`config.mk`:
```
export PLATFORM = sky130hd
export DESIGN_NAME = bp_update_arbiter
export DESIGN_NICKNAME = d
export VERILOG_FILES = /design/src/rtl/bp_pkg.sv /design/src/rtl/bp_upd_fifo.sv /design/src/rtl/bp_update_arbiter.sv
export SDC_FILE = /design/constraint.sdc
export NUM_CORES = 1
export LEC_CHECK = 0
export BUFFER_PORTS_ARGS = -buffer_cell sky130_fd_sc_hd__buf_2
export CELL_PAD_IN_SITES_DETAIL_PLACEMENT = 1
export CELL_PAD_IN_SITES_GLOBAL_PLACEMENT = 2
export CORE_MARGIN = 3
export CORE_UTILIZATION = 45
export DETAILED_ROUTE_END_ITERATION = 16
export MAX_ROUTING_LAYER = met4
export PLACE_DENSITY = 0.89
export SYNTH_ARGS = -nofsm -noshare
export SYNTH_HDL_FRONTEND = slang
export SYNTH_SLANG_ARGS = --single-unit
```
`constraint.sdc`:
```
create_clock -name clk -period 5 [get_ports clk]
set_clock_uncertainty 0.2 [all_clocks]
set_input_delay 1.5 -clock clk [delete_from_list [all_inputs] [get_ports clk]]
set_output_delay 1.5 -clock clk [all_outputs]
set_load 0.02 [all_outputs]
```
`src/rtl/bp_pkg.sv`:
```
// Shared types and constants for the branch-predictor update path.
package bp_pkg;

    localparam int BP_PC_W = 32;

    typedef struct packed {
        logic [BP_PC_W-1:0] pc;
        logic               br_en;
    } bp_upd_t;

endpackage

```
`src/rtl/bp_upd_fifo.sv`:
```
// Small in-order FIFO holding resolved branch updates until the predictor port is free.
import bp_pkg::*;

module bp_upd_fifo #(
    parameter int DEPTH = 4
) (
    input  logic                     clk,
    input  logic                     rst,
    input  logic                     enq,
    input  bp_upd_t                  enq_data,
    input  logic                     deq,
    output bp_upd_t                  head_data,
    output logic [$clog2(DEPTH):0]   count,
    output logic                     full,
    output logic                     empty
);

    localparam int PW = $clog2(DEPTH);
    localparam int CW = PW + 1;

    bp_upd_t         mem [DEPTH];
    logic [PW-1:0]   head;
    logic [PW-1:0]   tail;
    logic [CW-1:0]   cnt;
    logic            enq_ok;
    logic            deq_ok;

    assign full      = (cnt == CW'(DEPTH));
    assign empty     = (cnt == '0);
    assign enq_ok    = enq && !full;
    assign deq_ok    = deq && !empty;
    assign head_data = mem[head];
    assign count     = cnt;

    // Storage is not reset; stale entries are unreachable once the pointers are cleared.
    always_ff @(posedge clk) begin
        if (enq_ok) begin
            mem[tail] <= enq_data;
        end
    end

    // Pointer and occupancy bookkeeping; reset discards everything queued.
    always_ff @(posedge clk) begin
        if (!rst) begin
            head <= '0;
            tail <= '0;
            cnt  <= '0;
        end else begin
            if (enq_ok) begin
                tail <= tail + 1'b1;
            end
            if (deq_ok) begin
                head <= head + 1'b1;
            end
            cnt <= cnt + CW'(enq_ok) - CW'(deq_ok);
        end
    end

endmodule

```
`src/rtl/bp_update_arbiter.sv`:
```
// Shares the global predictor port between fetch lookups and queued resolve updates.
import bp_pkg::*;

module bp_update_arbiter #(
    parameter int DEPTH        = 4,
    parameter int STARVE_LIMIT = 8
) (
    input  logic                     clk,
    input  logic                     rst,
    input  logic                     lookup_req,
    input  logic [BP_PC_W-1:0]       fetch_pc,
    output logic                     lookup_grant,
    input  logic                     upd_valid,
    input  logic [BP_PC_W-1:0]       upd_pc,
    input  logic                     upd_br_en,
    output logic                     upd_ready,
    output logic [BP_PC_W-1:0]       pred_pc,
    output logic                     pred_ld,
    output logic                     pred_br_en,
    output logic [$clog2(DEPTH):0]   q_count
);

    localparam int SW = $clog2(STARVE_LIMIT + 1);

    bp_upd_t        head_entry;
    bp_upd_t        new_entry;
    logic           full;
    logic           empty;
    logic           enq;
    logic           drain;
    logic [SW-1:0]  starve;

    assign new_entry = '{pc: upd_pc, br_en: upd_br_en};
    assign upd_ready = !full;
    assign enq       = upd_valid && upd_ready;

    bp_upd_fifo #(
        .DEPTH (DEPTH)
    ) u_fifo (
        .clk       (clk),
        .rst       (rst),
        .enq       (enq),
        .enq_data  (new_entry),
        .deq       (drain),
        .head_data (head_entry),
        .count     (q_count),
        .full      (full),
        .empty     (empty)
    );

    // Decide who owns the predictor port this cycle and steer its inputs accordingly.
    always_comb begin
        drain        = !empty && (!lookup_req || full || (starve == SW'(STARVE_LIMIT)));
        pred_ld      = 1'b0;
        pred_br_en   = 1'b0;
        pred_pc      = fetch_pc;
        lookup_grant = lookup_req;
        if (drain) begin
            pred_ld      = 1'b1;
            pred_br_en   = head_entry.br_en;
            pred_pc      = head_entry.pc;
            lookup_grant = 1'b0;
        end
    end

    // Count consecutive cycles where updates waited behind fetch, saturating at the limit.
    always_ff @(posedge clk) begin
        if (!rst) begin
            starve <= '0;
        end else if (drain || empty) begin
            starve <= '0;
        end else if (starve != SW'(STARVE_LIMIT)) begin
            starve <= starve + 1'b1;
        end
    end

endmodule

```
# --- Yosys cells after proc, flatten, opt, wreduce, memory -nomap -nowiden ---
# Memories as Yosys holds them, arrays and structs flattened. A register that Yosys moved wholly into a read port is not among the register bits.
# Cells that the tools add are included.
# W data, S select, Z words.
op_classes:
  n_addsub: 5
  n_eq_ne: 3
  n_mux: 8
  n_bitwise: 1
  reduce_logical: 12
ops:
  columns: ["cell", "count"]
  rows:
  - ["$mux W32", 1]
  - ["$mux W1", 5]
  - ["$add A2 B1 Y2 const B", 2]
  - ["$add A4 B1 Y4 const B", 1]
  - ["$eq A4 B4 Y1 const B", 1]
  - ["$logic_and A1 B1 Y1", 4]
  - ["$mux W2", 2]
  - ["$ne A4 B4 Y1 const B", 1]
  - ["$add A3 B1 Y3", 1]
  - ["$eq A3 B3 Y1 const B", 1]
  - ["$logic_not A1 Y1", 3]
  - ["$logic_not A3 Y1", 1]
  - ["$logic_or A1 B1 Y1", 3]
  - ["$sub A3 B1 Y3", 1]
  - ["$reduce_or A2 Y1", 1]
  - ["$not A1 Y1", 1]
word_totals:
  register_bits: 11
  ramBits: 132
  input_bits: 69
  output_inout_bits: 39
  wordCells: 34
  memories: 1
mem_list:
  columns: ["memory", "depth", "width", "rd", "rd_clocked_by_memory_dff", "write_ports", "line_no", "rtl"]
  rows:
  - ["u_fifo.mem", 4, 33, 1, 1, 1, "bp_upd_fifo.sv:21", "bp_upd_t mem [DEPTH];"]

# --- Longest topological paths before layout ---
# Gate-level depths: netlist of run 1.
logic_depth:
  depth_word: 7
  ltp_mapped: 12
  mapped_depth_nobuf: 11

# --- By module ---
# Synthesis of run 1 repeated with hierarchy kept, for this count alone.
hier_totals:
  cells_unflattened: 287
  hier_area_um2: 5940.7
modules_own_cells:
  columns: ["module", "n_inst", "cells_each", "area_per_inst_um2", "seq_area_each_um2"]
  rows:
  - ["bp_upd_fifo", 1, 224, 5293.8, 4144.0]
  - ["bp_update_arbiter", 1, 63, 646.9, 80.1]

# --- Worst setup path after synthesis of run 1 ---
# Ideal clock, no wire load.
synth_timing:
  kind: "input port to output port"
  start: "input lookup_req"
  end: "output pred_pc[10]"
  t_arrival_ns: 2.514
  t_required_ns: 3.300
  path_slack_ns: 0.786
  cell_stages: 4
  n_path_buf: 1
  cell_sequence: "o21a_4 -> a21oi_4 -> buf_8 -> mux2_2"
synth_via:
  elab_chain_cells: 5
synth_lines:
  columns: ["element", "line_no", "rtl"]
  rows:
  - ["from (decl)", "bp_update_arbiter.sv:10", "input logic lookup_req,"]
  - ["$logic_not A1 Y1", "bp_update_arbiter.sv:53", "drain = !empty && (!lookup_req || full || (starve == SW'(STARVE_LIMIT)));"]
  - ["$logic_or A1 B1 Y1 (2 in a row)", "bp_update_arbiter.sv:53", null]
  - ["$logic_and A1 B1 Y1", "bp_update_arbiter.sv:53", null]
  - ["$mux W32", "bp_update_arbiter.sv:58", "if (drain) begin"]
  - ["to (decl)", "bp_update_arbiter.sv:17", "output logic [BP_PC_W-1:0] pred_pc,"]
# Every way passes these cells.

# --- Final worst setup path of run 1 ---
layout_timing:
  start: "input lookup_req"
  end: "output pred_pc[13]"
# The elaborated chain is that of the path after synthesis.

==> results of run 1 <==
## cell type report
class | count | area, sq um
tap | 172 | 215
timing repair buffer | 110 | 571
antenna | 1 | 2.50
clock inverter | 12 | 164
sequential | 145 | 4230
multi-input combinational | 116 | 1580
clock buffer | 20 | 437
fill | 1155 | 5530
inverter | 13 | 48.8
## worst paths after layout
path	slack [ns]	end	cells past startpoint	from
max	0.56	pred_pc[13]	6	lookup_req
min	0.29	flip-flop	2	u_fifo.head[1]
max reg2reg	2.18	u_fifo.count[2]	12	starve[0]
min reg2reg	0.29	flip-flop	2	u_fifo.head[1]
## through the flow
stage / util / power, uW / area [sq um] / setup slack, ns / hold WS (ns)
2_1_floorplan: - / 2520 / 5950 / 0.786 / 0.230
3_3_place_gp: 0.520 / 2800 / 6640 / 0.586 / 0.242
3_5_place_dp: 0.520 / 2840 / 6640 / 0.549 / 0.279
4_1_cts: 0.567 / 4130 / 7240 / 0.545 / 0.297
5_1_grt: 0.567 / 4260 / 7240 / 0.496 / 0.304
6_report: 0.567 / 4070 / 7240 / 0.556 / 0.293
## logic make-up after synthesis
logic type / after synthesis / synth area share
mux: 68 / 0.202
simple gates: 27 / 0.0254
xor+xnor: 3 / 0.00441
flops: 145 / 0.709
buf+inv: 24 / 0.0267
fa+ha+maj: 9 / 0.0202
compound gates: 9 / 0.0116
## state kept, by name, indices dropped and copies added, names as in the netlist, named ones only
| name | flops |
|---|---|
| u_fifo.head | 2 |
| starve | 4 |
| u_fifo.mem | 132 |
| u_fifo.count | 3 |
| u_fifo.tail | 2 |
## critical path, delay by kind of cell
| family | cells | cell delay, ns |
|---|---|---|
| buffers and inverters | 3 | 0.57 |
| AO/OA/AOI/OAI | 2 | 0.28 |
| multiplexers | 1 | 0.38 |
## routing by layer
metal / global-route usage / up-vias / routed length [um]
li1: - / 1403 / -
met3: 0.0517 / 9 / 546
met1: 0.199 / 1566 / 4770
met5: - / - / 0
met4: 0.0637 / 0 / 115
met2: 0.286 / 79 / 6070
## power breakdown
| group | internal [uW] | switching (uW) |
|---|---|---|
| clock | 827 | 452 |
| sequential | 1460 | 101 |
| combinational | 588 | 641 |
## cell usage after synthesis (all sizes together)
cell type / number
a211oi: 1
a21oi: 5
and2: 4
and3: 4
buf: 7
clkbuf: 4
dfxtp: 13
edfxtp: 132
fa: 1
ha: 8
inv: 13
mux2: 32
mux2i: 3
mux4: 33
nand2: 4
nand2b: 2
nand3: 4
nand3b: 2
nor2: 4
nor2b: 1
nor3: 1
nor3b: 1
o21a: 1
o21ai: 2
xnor2: 1
xor2: 2
==> impl_metrics.tcl, run 1 <==
set metrics [dict create \
    status "complete, no violations" \
    vias 3057 \
    rsz0062_at_grt "no" \
    setup_viol 0 \
    core.rowCount 41 \
    cts_sinks 145 \
    fin_crit_ns 4.44 \
    final_common_cell "edfxtp_1" \
    stdcell_count 589 \
    p_per_area_nw_per_um2 562 \
    first_global_vias 3301 \
    critical_path_class "input pin to primary output" \
    grt_pass1_wl_mm 17.8 \
    path_clk_slew_ns 0.06 \
    ys_top_cells_by_area "edfxtp_1 67%, mux4_1 7.5%, mux4_2 6.1%" \
    max_stage_delay_ns 0.38 \
    layout.nets 481 \
    cap_viol_max_count 0 \
    cts_tree "done" \
    fin_setup_tns_ns 0 \
    synthToLayoutAreaGrowth_pct 21.6 \
    start_kind "input pin" \
    grt_start_max_net_pins 34 \
    tightest_slew_ns 0.951 \
    synth-warning-count 0 \
    placed_cells 556 \
    clock_latency_ns 0.41 \
    syn_nets 363 \
    numCtsBuffers 17 \
    post_cts_buffers 0 \
    io_buffers 107 \
    cp_max_fo 20 \
    core_region_area_sq_um 12800 \
    fin_crit_sh 0.889 \
    irDropWorstVdd_v 0.000296 \
    hold_viol_final 0 \
    crit_slowest_cell "mux2_2" \
    ys_seq_elements 145 \
    yosysSeqAreaShare 0.709 \
    crit_top_cell "buf_2" \
    root_buffer "clkbuf_16" \
    die_x_um 121 \
    drc_errors 0 \
    antenna_found_initial 1 \
    drt_iter0_drc 184 \
    maxSlewHeadroom 0.366 \
    arrival_ns 2.74 \
    grt_util_all_layers 0.172 \
    cts-resized-gates 0 \
    slew_violations 0 \
    path_cells "buf_2 -> o21a_4 -> a21oi_4 -> buf_4 -> mux2_2 -> buf_2" \
    clk_path_buf_depth 2 \
    place_hpwl_mm 7.13 \
    timing.fmax_mhz 225 \
    post_drt_wl_per_cell_um 19.5 \
    p_leak_uw 0.00262 \
    drtPass1Iterations 4 \
    initial_utilization 0.466 \
    final_cell_mix "132 x edfxtp_1, 107 x buf_2, 30 x mux2_2, 17 x mux4_1, 17 x clkbuf_16" \
    ios 108 \
    cp-end-kind "primary output" \
    synth_area_sq_um 5950 \
    viasPerCell 5.19 \
    h-tree-depth 4 \
    synth.distinct_cells 31 \
    routabilityCongestion 0.679 \
    ant_nets 0 \
    synth_top_area_cell "edfxtp_1" \
    synth.avg_cell_area_sq_um 20.9 \
    overflow 0 \
    dieArea_sq_um 14600 \
    hold_path_class "flip-flop to flip-flop" \
    required_ns 3.30 \
    routed_wl_mm 11.5 \
    synthCells 285 \
    ctsHoldBuffers 0 \
    die_height_um 121 \
    drive_above_1_share 0.459 \
    synth_top_area_share 0.666 \
]
No activity file was read; power rests on OpenSTA's default activity.
==> run 2, diff against run 1 <==
--- a/config.mk
+++ b/config.mk
@@ -5,14 +5,15 @@
 export SDC_FILE = /design/constraint.sdc
 export NUM_CORES = 1
 export LEC_CHECK = 0
-export BUFFER_PORTS_ARGS = -buffer_cell sky130_fd_sc_hd__buf_2
+export BUFFER_PORTS_ARGS = -buffer_cell sky130_fd_sc_hd__buf_4
 export CELL_PAD_IN_SITES_DETAIL_PLACEMENT = 1
 export CELL_PAD_IN_SITES_GLOBAL_PLACEMENT = 2
 export CORE_MARGIN = 3
-export CORE_UTILIZATION = 45
+export CORE_UTILIZATION = 37
 export DETAILED_ROUTE_END_ITERATION = 16
 export MAX_ROUTING_LAYER = met4
-export PLACE_DENSITY = 0.89
+export PLACE_DENSITY = 0.79
 export SYNTH_ARGS = -nofsm -noshare
 export SYNTH_HDL_FRONTEND = slang
+export SYNTH_HIERARCHICAL = 1
 export SYNTH_SLANG_ARGS = --single-unit
==> constraint.sdc (replaced) <==
create_clock -name clk -period 3.6 [get_ports clk]
set_clock_uncertainty 0.2 [all_clocks]
set_input_delay 1.08 -clock clk [delete_from_list [all_inputs] [get_ports clk]]
set_output_delay 1.08 -clock clk [all_outputs]
set_load 0.02 [all_outputs]
==> run 2 against run 1 <==
Setup slack worse by 0.40 ns; largest power group unchanged; highest routed layer unchanged; via count fell by 1.4%; flip-flop and latch count unchanged; sequential power grew 40%; first-iteration DRC count is 28% lower; global-route usage down 2.7 points; largest cell class unchanged; design area rose by 6.8%; sequential share of layout area shrank 3.7 points; clock power grew 58%; utilization shrank 6.6 points; die area up 20%; combinational power is 26% higher.
==> impl_metrics.tcl, run 2 <==
set metrics [dict create \
    synthToLayoutAreaGrowth_pct 30.2 \
    fin_crit_sh 0.958 \
    core.rowCount 45 \
    power_uw 5760 \
    largest_reg_flops 132 \
    status "complete, no violations" \
    syn_nets 365 \
    critical_path_class "input pin to primary output" \
    core_region_area_sq_um 15400 \
    initial_utilization 0.385 \
    h-tree-depth 4 \
    ys_top_cells_by_area "edfxtp_1 67%, mux4_2 11%, mux2_2 5.7%" \
    routed_wl_mm 11.7 \
    antenna_found_initial 0 \
    nFillCells 1476 \
    required_ns 2.32 \
    routabilityCongestion 0.693 \
    synthFlopType "edfxtp_1" \
    fin_setup_tns_ns 0 \
    vias 3014 \
    final_cell_mix "132 x edfxtp_1, 112 x buf_4, 30 x mux2_2, 30 x mux4_2, 17 x clkbuf_16" \
    ys_top_cells_by_count "132 x edfxtp_1, 30 x mux2_2, 30 x mux4_2, 13 x dfxtp_1, 10 x inv_1" \
    synth_area_sq_um 5940 \
    yosysMostFrequentCell "edfxtp_1" \
    crit_top_cell "buf_4" \
    grt_pass1_wl_mm 18.6 \
    p_leak_uw 0.00274 \
    setup_viol 0 \
    cts_tree "done" \
    rsz0062_at_grt "no" \
    synth.distinct_cells 35 \
    ys_seq_elements 145 \
    regMostFlops "u_fifo/mem" \
    timing.fmax_mhz 290 \
    start_kind "input pin" \
    first_global_vias 3325 \
    drive_above_1_share 0.517 \
    drtPass1Iterations 4 \
    final_common_cell "edfxtp_1" \
    top_usage_layer "met2" \
    overflow 0 \
    layout.nets 489 \
    cp.buffers_inverters 3 \
    crit_slowest_cell "mux2_2" \
    use_met3 0.0460 \
    cp_max_fo 18 \
    post_drt_wl_per_cell_um 18.5 \
    irDropWorstVdd_v 0.000336 \
    arrival_ns 2.17 \
    fin_crit_ns 3.45 \
    ant_nets 0 \
    die_height_um 133 \
    diodes 0 \
    cts_sinks 145 \
    synthCells 287 \
    root_buffer "clkbuf_16" \
    maxSlewHeadroom 0.667 \
    dieArea_sq_um 17600 \
    path_clk_slew_ns 0.05 \
    synth-warning-count 6 \
    clk_path_buf_depth 2 \
    async_flop_share 0 \
    synth_edf_count 132 \
    synth_top_area_cell "edfxtp_1" \
    yosysSeqAreaShare 0.711 \
    drc_errors 0 \
    ios 108 \
    p_per_area_nw_per_um2 745 \
    grt_util_met2 0.240 \
    drt_iter0_drc 133 \
    path_delay_family "buffers and inverters" \
    hold_path_class "flip-flop to flip-flop" \
    cp-end-kind "primary output" \
    viasPerCell 4.75 \
    grt_util_all_layers 0.145 \
    tightest_slew_ns 0.499 \
    die_x_um 133 \
    hold_viol_final 0 \
    slew_violations 0 \
    synth_top_area_share 0.667 \
    grt_start_max_net_pins 23 \
    whs_ns 0.283 \
    path_cells "buf_4 -> a31oi_4 -> buf_12 -> mux2_2 -> buf_4" \
    cap_viol_max_count 0 \
    synth.avg_cell_area_sq_um 20.7 \
    clock_latency_ns 0.41 \
    grt_util_met1 0.170 \
    io_buffers 107 \
    numCtsBuffers 17 \
    max_stage_delay_ns 0.36 \
    place_hpwl_mm 7.88 \
]
-- run 2: routing by layer --
| layer | vias up | share of wire |
|---|---|---|
| met5 | - | 0 |
| met3 | 13 | 0.046 |
| met4 | 0 | 0.011 |
| met1 | 1525 | 0.43 |
| li1 | 1398 | - |
| met2 | 78 | 0.52 |
-- run 2: cells by family after synthesis --
family | Yosys count | synth area share
compound gates | 7 | 0.00906
xor+xnor | 2 | 0.00295
fa+ha+maj | 9 | 0.0202
buf+inv | 23 | 0.0286
flops | 145 | 0.711
mux | 67 | 0.191
simple gates | 34 | 0.0371
-- run 2: report_power, final --
group          switching (uW)  total, uW  internal, uW  leakage, uW
Sequential               76.5       2190          2110      0.00131
Combinational             766       1550           788      0.00109
Clock                     652       2020          1370     0.000332
-- run 2: worst register-to-register path, delay by kind of cell, from the launching register on --
family,cells,cell delay (ns)
compound gates,1,0.22
xor+xnor,2,0.28
fa+ha+maj,3,0.71
buf+inv,3,0.37
flops,1,0.41
simple gates,3,0.63
-- run 2: path summary, 6_finish.rpt --
kind | from | to | slack (ns) | cells after the start
worst max register to register | u_fifo/count[2] | u_fifo/count[2] | 0.69 | 12
worst min register to register | starve[0] | starve[0] | 0.28 | 1
worst max-delay path | lookup_req | pred_pc[22] | 0.15 | 5
worst min-delay path | starve[0] | starve[0] | 0.28 | 1
-- run 2: what timing repair did --
item                                    in CTS  in global routing
setup buffers                                0                  0
endpoints found under the setup margin       0                  3
hold buffers                                 0                  0
resized for setup                            0                  1
-- run 2: metrics by stage --
step           area, sq um  cells   util  setup WS (ns)
2_1_floorplan         5940    287      -          0.363
3_3_place_gp          7040    603  0.456          0.182
3_5_place_dp          7040    603  0.456          0.144
4_1_cts               7730    635  0.501         0.0606
5_1_grt               7730    635  0.501         0.0240
6_report              7730    635  0.501          0.151
-- run 2: cell type report --
type | instances | area, sq um | share of cell area
flip-flops and latches | 145 | 4230 | 0.547
repair buffers | 118 | 961 | 0.124
clock buffers | 18 | 429 | 0.0555
well taps | 211 | 264 | 0.0341
clock inverters | 14 | 258 | 0.0333
inverters | 10 | 37.5 | 0.00485
multi-input cells | 119 | 1560 | 0.201
==> run 3, diff against run 2 <==
--- a/config.mk
+++ b/config.mk
@@ -13,7 +13,7 @@
 export DETAILED_ROUTE_END_ITERATION = 16
 export MAX_ROUTING_LAYER = met4
 export PLACE_DENSITY = 0.79
+export SKIP_CTS_REPAIR_TIMING = 1
 export SYNTH_ARGS = -nofsm -noshare
 export SYNTH_HDL_FRONTEND = slang
-export SYNTH_HIERARCHICAL = 1
 export SYNTH_SLANG_ARGS = --single-unit
==> run 3 against run 2 <==
Routed wire length up 6.9%; setup slack got worse by 0.075 ns; via count rose by 3.0%; non-clock buffer count grew 2; sequential share of layout area is 0.47 points higher; count of clock-buffer cells in the layout unchanged; flip-flop and latch count stayed put; register-to-register slack better by 0.14 ns; die area rose by 0.23%; hold slack worse by 0.0068 ns; design area decreased by 0.79%; clock power is 9.9% lower; largest power group unchanged.
==> impl_metrics.tcl, run 3 (same netlist as run 1, synthesis figures left out) <==
set metrics [dict create \
    r2r-end "u_fifo.count[2]" \
    final_common_cell "edfxtp_1" \
    reg2reg_slack_ns 0.83 \
    fin_ws_ns 0.0765 \
    path_clk_slew_ns 0.05 \
    cap_viol_max_count 0 \
    cts_tree "done" \
    drtPass1Iterations 5 \
    h-tree-depth 4 \
    status "complete, no violations" \
    antenna_found_initial 0 \
    vias 3105 \
    tightest_slew_ns 0.792 \
    clock_latency_ns 0.42 \
    start_kind "input pin" \
    first_global_vias 3443 \
    seq_power_share 0.353 \
    p_int_uw 4220 \
    dieArea_sq_um 17700 \
    grt_pass1_wl_mm 19.2 \
    critical_path_class "input pin to primary output" \
    core.rowCount 45 \
    overflow 0 \
    die_height_um 133 \
    drt_iter0_drc 178 \
    p_per_area_nw_per_um2 779 \
    largest_reg_flops 132 \
    ios 108 \
    hold_path_class "flip-flop to flip-flop" \
    cp_max_fo 19 \
    ant_nets 0 \
    drc_errors 0 \
    wl_met3_um 708 \
    routabilityCongestion 0.671 \
    regMostFlops "u_fifo.mem" \
    maxSlewHeadroom 0.472 \
    rsz0062_at_grt "no" \
    viasPerCell 4.87 \
    numCtsBuffers 17 \
    p_leak_uw 0.00279 \
    p_switching_uw 1760 \
    cp-end-kind "primary output" \
    seqCellArea_sq_um 4230 \
    min-delay-start "starve[0]" \
    die_x_um 133 \
    reg2reg_from "starve[0]" \
    place_hpwl_mm 8.14 \
    worstHoldEndpoint "starve[0]" \
    whs_path_depth 1 \
    fin_crit_sh 0.979 \
    fin_crit_ns 3.52 \
    comb_power_share 0.342 \
    arrival_ns 2.24 \
    slew_violations 0 \
    nFillCells 1463 \
    diodes 0 \
    dr.max_layer_used "met4" \
    clkPwrFrac 0.305 \
    synthToLayoutAreaGrowth_pct 28.9 \
    routed_wl_mm 12.6 \
    fin_setup_tns_ns 0 \
    met2_length_mm 6.41 \
    hold_viol_final 0 \
    power_switching_share 0.294 \
    initial_utilization 0.385 \
    setup_viol 0 \
    wl_met1_mm 5.26 \
    final_cell_mix "132 x edfxtp_1, 117 x buf_4, 30 x mux2_2, 17 x mux4_1, 17 x clkbuf_16" \
    grt_util_all_layers 0.152 \
    io_buffers 107 \
    pre_cts_slack_ns 0.0582 \
    r2r_cells 12 \
    post_drt_wl_per_cell_um 19.7 \
    irDropWorstVdd_v 0.000409 \
    layout.nets 491 \
    required_ns 2.32 \
    clk_path_buf_depth 2 \
    grt_start_max_net_pins 34 \
    root_buffer "clkbuf_16" \
    cts_sinks 145 \
    drive_above_1_share 0.486 \
    timing.fmax_mhz 284 \
    multi_input_area_sq_um 1580 \
    core_region_area_sq_um 15500 \
]
run 3: cell types whose count changed in the layout (fill, tap and decap cells not counted), sizes merged, moves of 3 or more:
cell    previous run  this run
a21oi              2         5
and2               8         4
and3               0         4
bufinv             7         4
clkinv             4         7
inv               12        15
nand2              7         4
nor2               1         4
nor2b              4         1
run 3: metal layers:
layer,global-route usage,vias up
met5,-,-
met4,0.0537,0
met3,0.0506,14
met2,0.251,95
met1,0.173,1579
li1,-,1417
run 3: worst max-delay path, cell delays in order:
cell and delay (ns):
buf_4 0.11, o21a_4 0.12, a21oi_4 0.20, buf_12 0.20
mux2_2 0.35, buf_4 0.16
run 3: how the worst max path moves through the flow:
stage,startpoint,endpoint,slack (ns),cells after the start
after floorplan,lookup_req,pred_pc[10],0.23,4
after global placement,lookup_req,pred_pc[17],0.08,6
after detailed placement,lookup_req,pred_pc[21],0.06,6
after CTS,flip-flop,pred_pc[5],0.008,4
after global routing,starve[0],pred_pc[21],0.02,7
final,lookup_req,pred_pc[21],0.08,6
run 3: per-stage QoR:
stage / instances / util / total power, uW / hold WS, ns / area [sq um]
6_report: 637 / 0.496 / 5970 / 0.276 / 7670
2_1_floorplan: 285 / - / 3500 / 0.230 / 5950
3_3_place_gp: 604 / 0.455 / 4160 / 0.247 / 7050
3_5_place_dp: 604 / 0.455 / 4220 / 0.261 / 7050
4_1_cts: 636 / 0.495 / 6080 / 0.276 / 7660
5_1_grt: 637 / 0.496 / 6250 / 0.289 / 7670
run 3: power groups by stage:
stage                     logic [uW]  clock network, uW  registers (uW)
after CTS                       2100               1870            2110
after detailed placement        2070                  0            2140
final                           2040               1820            2110
after global placement          2030                  0            2130
after floorplan                 1390                  0            2120
after global routing            2190               1930            2130
run 3: layout make-up:
type,count,area share
clock buffer,18,0.0559
clock inverter,14,0.0243
inverter,13,0.00636
multi-input combinational,116,0.205
sequential,145,0.551
tap,211,0.0344
timing repair buffer,120,0.122
